[config.mk]
export PLATFORM = sky130hd
export DESIGN_NAME = mux_rr_arbiter
export DESIGN_NICKNAME = d
export VERILOG_FILES = /design/src/rtl/mux_rr_arbiter.sv
export SDC_FILE = /design/constraint.sdc
export NUM_CORES = 1
export LEC_CHECK = 0
export ABC_AREA = 1
export CORE_MARGIN = 5
export CORE_UTILIZATION = 40
export DETAILED_ROUTE_END_ITERATION = 8
export GPL_TIMING_DRIVEN = 0
export PLACE_DENSITY = 0.71
export SLEW_MARGIN = 10
export SYNTH_ARGS = -nofsm -noshare
export SYNTH_HDL_FRONTEND = slang
export SYNTH_SLANG_ARGS = --single-unit
[constraint.sdc]
create_clock -name clk -period 2.67 [get_ports clk]
set_clock_uncertainty 0.05 [all_clocks]
set_input_delay 0.534 -clock clk [delete_from_list [all_inputs] [get_ports clk]]
set_output_delay 0.534 -clock clk [all_outputs]
set_load 0.05 [all_outputs]
[src/rtl/mux_rr_arbiter.sv]
// mux_rr_arbiter
//   Round-robin arbiter sharing one 4:1 mux between four requesters.
//   A grant lasts until its requester drops req, or until MAX_HOLD cycles
//   have passed while someone else is waiting. The selected input is
//   registered onto out_data with one cycle of latency.
module mux_rr_arbiter #(
  parameter int DATA_W   = 8,
  parameter int MAX_HOLD = 8
) (
  input  logic              clk,
  input  logic              rst_n,
  input  logic [3:0]        req,
  input  logic [DATA_W-1:0] in0,
  input  logic [DATA_W-1:0] in1,
  input  logic [DATA_W-1:0] in2,
  input  logic [DATA_W-1:0] in3,
  output logic [3:0]        gnt,
  output logic [1:0]        sel,
  output logic [DATA_W-1:0] out_data,
  output logic              out_valid,
  output logic              busy
);

  localparam int HOLD_W = (MAX_HOLD > 2) ? $clog2(MAX_HOLD) : 1;
  localparam logic [HOLD_W-1:0] HOLD_LAST = HOLD_W'(MAX_HOLD - 1);

  typedef enum logic {
    IDLE  = 1'b0,
    GRANT = 1'b1
  } state_t;

  state_t            state, state_nxt;
  logic [3:0]        gnt_nxt;
  logic [1:0]        sel_nxt;
  logic [1:0]        last, last_nxt;
  logic [HOLD_W-1:0] hold_cnt, hold_nxt;

  logic [3:0]        others;
  logic              release_gnt;
  logic [1:0]        pick_all;
  logic [1:0]        pick_others;
  logic [DATA_W-1:0] mux_data;

  // First set bit of mask, searching upward from (from_idx+1) with wrap.
  // The loop runs from the farthest candidate to the nearest so the nearest
  // match is the last write and wins. Returns from_idx when nothing matches;
  // callers only use the result when mask is non-zero.
  function automatic logic [1:0] rr_pick(input logic [3:0] mask,
                                         input logic [1:0] from_idx);
    logic [1:0] idx;
    rr_pick = from_idx;
    for (int k = 4; k >= 1; k--) begin
      idx = from_idx + 2'(k);
      if (mask[idx]) rr_pick = idx;
    end
  endfunction

  function automatic logic [3:0] onehot(input logic [1:0] idx);
    onehot = 4'b0001 << idx;
  endfunction

  // Arbitration terms: the current holder is sel while in GRANT.
  always_comb begin
    others      = req & ~onehot(sel);
    release_gnt = !req[sel] || ((hold_cnt == HOLD_LAST) && (others != 4'b0000));
    pick_all    = rr_pick(req, last);
    pick_others = rr_pick(others, last);
  end

  // Next-state and next-grant decision.
  always_comb begin
    // NOTE: every signal gets a default before any branch so no path leaves
    // it unassigned; otherwise synthesis infers a latch to hold the old value.
    state_nxt = state;
    gnt_nxt   = gnt;
    sel_nxt   = sel;
    last_nxt  = last;
    hold_nxt  = hold_cnt;

    unique case (state)
      IDLE: begin
        gnt_nxt = 4'b0000;
        if (req != 4'b0000) begin
          state_nxt = GRANT;
          gnt_nxt   = onehot(pick_all);
          sel_nxt   = pick_all;
          last_nxt  = pick_all;
          hold_nxt  = '0;
        end
      end

      GRANT: begin
        if (hold_cnt != HOLD_LAST) hold_nxt = hold_cnt + HOLD_W'(1);
        if (release_gnt) begin
          hold_nxt = '0;
          if (others != 4'b0000) begin
            // Back-to-back handover: no idle cycle between owners.
            gnt_nxt  = onehot(pick_others);
            sel_nxt  = pick_others;
            last_nxt = pick_others;
          end else begin
            state_nxt = IDLE;
            gnt_nxt   = 4'b0000;
          end
        end
      end

      default: begin
        state_nxt = IDLE;
        gnt_nxt   = 4'b0000;
      end
    endcase
  end

  // Control state register; last resets to 3 so the first search starts at 0.
  always_ff @(posedge clk or negedge rst_n) begin
    // NOTE: clocked state uses non-blocking assignments so every register
    // samples pre-edge values; blocking here would create ordering races.
    if (!rst_n) begin
      state    <= IDLE;
      gnt      <= 4'b0000;
      sel      <= 2'd0;
      last     <= 2'd3;
      hold_cnt <= '0;
    end else begin
      state    <= state_nxt;
      gnt      <= gnt_nxt;
      sel      <= sel_nxt;
      last     <= last_nxt;
      hold_cnt <= hold_nxt;
    end
  end

  // Shared 4:1 mux driven by the registered select.
  always_comb begin
    mux_data = in0;
    unique case (sel)
      2'd0: mux_data = in0;
      2'd1: mux_data = in1;
      2'd2: mux_data = in2;
      2'd3: mux_data = in3;
      default: mux_data = in0;
    endcase
  end

  // Output register: captures the selected word while granted, holds in IDLE.
  always_ff @(posedge clk or negedge rst_n) begin
    if (!rst_n) begin
      out_data  <= '0;
      out_valid <= 1'b0;
    end else if (state == GRANT) begin
      out_data  <= mux_data;
      out_valid <= req[sel];
    end else begin
      out_valid <= 1'b0;
    end
  end

  assign busy = (state == GRANT);

`ifndef SYNTHESIS
  // Structural invariants of the grant outputs.
  a_gnt_onehot0 : assert property (@(posedge clk) disable iff (!rst_n)
    $onehot0(gnt));
  a_busy_gnt : assert property (@(posedge clk) disable iff (!rst_n)
    busy == (|gnt));
  a_gnt_sel : assert property (@(posedge clk) disable iff (!rst_n)
    busy |-> (gnt == onehot(sel)));
`endif

endmodule

==> flow_summary.ini <==
[outcome]
status = finished clean

[setup_path]
critPathMaxFanout = 6
slowest_stage = clkdlybuf4s50_1
cp_top_family = buffers and inverters
critPathLaunchType = flip-flop
crit_path_end_kind = primary output
rrSetupSlack_ps = 750
cp.required_ps = 2090
path_buf_inv = 1
crit_chain = clkdlybuf4s50_1
r2r_start = last[0]
arrival_ps = 1610
rr_endpoint = gnt[3]
critPathKind = flip-flop to primary output
slowest_delay_ps = 870
r2r_cells = 14

[synth]
netlist_instances = 247
syn_nets = 287
ys_seq_area_frac = 0.325
synthFlopType = dfrtp_1
syn_area_um2 = 1620
netlist.top_cell.by_area = dfrtp_1
async_flop_share = 1.00
ys_warn_count = 0
ys_types = 28
synth.avg_cell_area_um2 = 6.57
synthTopCellsByArea = dfrtp_1 (29%), nand2_1 (22%), nor2_1 (7.4%), nand3_1 (6.8%), a41oi_1 (4.3%)
netlist.area_leader.share = 0.293
synth_edf_count = 0
yosysMostFrequentCell = nand2_1
ys_ff_latch = 21
ys_top_cells_by_count = nand2_1 (94), nor2_1 (32), nand3_1 (22), dfrtp_1 (19), a21oi_1 (10)

[power_and_ir_drop]
leakage_nw = 1.06
powerDensity_nw_per_um2 = 1360
ir_drop_mv = 0.565

[timing]
setup_tns_ps = 0
slew_viol_final = 0
fin_crit_sh = 0.821
worst_pin_slew_ps = 969
fmax_ghz = 0.456
hold_viol = 0
min_period_ps = 2190
slew_headroom = 0.352
grt_setup_unrepaired = false
setup_viol = 0

[global_routing]
grt_pass1_wl_um = 7710
grt_usage = 0.180
grt_max_degree = 22
antenna_found_initial = 0
grt_pass1_vias = 1680
grt.overflow.total = 0

[drt]
remaining_drc_errors = 0
routed_wl_um = 4510
drt_iter0_drc = 129
vias_per_cell = 5.03
ant_nets = 0
vias = 1775
firstDrtPassIters = 4
post_drt_wl_per_cell_um = 12.8

[cts]
ctsHoldBuffers = 0
clockRootBuffer = clkbuf_8
post_cts_buffers = 0
insertion_delay_ps = 260
clkTransAtPathRegs_ps = 70
cts_tree = yes
cts_resized = 0
cts_buffer_depth = 2
cts_made_buffers = 3
cts_num_sinks = 21
h-tree-depth = 1

[die]
start_util = 0.409
num_rows = 23
core_area_um2 = 3970
die_area_um2 = 5430
die_w_um = 73.7
dieHeight_um = 73.7
io-pin-count = 54

[min_path]
hp-class = flip-flop to flip-flop
hold_start = hold_cnt[1]
hold_end = hold_cnt[1]
min_path_cells = 2

[placed_design]
io_buffers = 52
gp_congestion = 0.834
detailed_place_hpwl_um = 3620

[run]
maxCapViolCount = 0

[cells_and_area]
syn2layout_area_growth_pct = 38.8
n_antenna_cell = 0
nets = 344
drive_gt1_frac = 0.119
fin_util = 0.567
num-fill-cells = 389
==> sequential cells by signal, summed over array words and instances, names as in the netlist <==
register and count:
busy 1, out_data 8, gnt 4, last 2, out_valid 1, hold_cnt 3, sel 2
==> worst max path at each step <==
stage,to,slack (ps),start,cells after the start
after floorplan,sel[0],710,sel[1],10
after global placement,sel[0],220,req[2],7
after detailed placement,sel[0],240,req[2],7
after CTS,sel[1],470,sel[1],1
after global routing,sel[0],390,req[2],7
final,sel[1],480,sel[1],1
==> metrics by stage <==
stage / hold slack, ps / instances / setup slack (ps) / instance area (µm²) / power, mW
floorplan: 188 / 247 / 712 / 1620 / 2.25
global placement: 420 / 349 / 223 / 2210 / 2.85
detailed placement: 446 / 349 / 238 / 2210 / 2.87
CTS: 464 / 353 / 466 / 2250 / 3.09
global route: 494 / 353 / 393 / 2250 / 3.37
finish: 462 / 353 / 479 / 2250 / 3.06
==> cell usage in the layout, fill, tap and decap left out <==
| master | instances |
|---|---|
| inv_2 | 8 |
| nor2_2 | 1 |
| ha_1 | 2 |
| dlymetal6s2s_1 | 1 |
| buf_6 | 4 |
| nand3_2 | 2 |
| inv_1 | 8 |
| o21ai_4 | 1 |
| a22oi_2 | 1 |
| dfstp_2 | 2 |
| a41oi_1 | 8 |
| inv_4 | 2 |
| clkinv_2 | 1 |
| a21oi_1 | 10 |
| or2_1 | 1 |
| clkinv_4 | 2 |
| o21ai_0 | 3 |
| o21ai_1 | 7 |
| a31oi_1 | 1 |
| nand2_2 | 5 |
| clkbuf_8 | 3 |
| nand3_1 | 22 |
| nor4_1 | 1 |
| clkdlybuf4s50_1 | 52 |
| o21ai_2 | 1 |
| nand2_1 | 94 |
| buf_2 | 3 |
| nor2_1 | 32 |
| dfrtp_1 | 19 |
| nand4_1 | 5 |
| a22o_1 | 1 |
==> layer usage <==
layer | vias to the layer above | part of all wire | GRT usage | routed length, µm
li1 | 925 | - | - | -
met2 | 56 | 0.47 | 0.288 | 2120
met3 | 6 | 0.074 | 0.0410 | 333
met1 | 788 | 0.45 | 0.240 | 2010
met5 | - | 0 | 0 | 0
met4 | 0 | 0.011 | 0.0523 | 51
==> power breakdown <==
group,internal (mW),total (mW),switching (mW)
sequential,0.489,0.593,0.104
clock,0.104,0.208,0.104
combinational,0.776,2.26,1.49
==> cells by family after synthesis <==
logic type | count (synthesis) | synth area share
adder cells (fa/ha/maj) | 2 | 0.0154
flip-flops | 21 | 0.325
buffers and inverters | 28 | 0.100
AND/OR/NAND/NOR | 163 | 0.422
AO/OA/AOI/OAI | 33 | 0.137
==> worst reg2reg max path, delay by kind of cell, from the launching register on <==
kind / cells / cell delay [ps]
simple gates: 12 / 960
flops: 1 / 570
buf+inv: 2 / 240
==> layout make-up <==
type	instances	area, µm²	area share
Inverter	20	90.1	0.0400
Buffer	8	72.6	0.0322
Tap cell	50	62.6	0.0278
Multi-Input combinational cell	198	932	0.414
Clock buffer	3	41.3	0.0183
Timing Repair Buffer	52	520	0.231
Sequential cell	21	528	0.234
Clock inverter	1	5.00	0.00222
(Power assumes the default switching activity.)
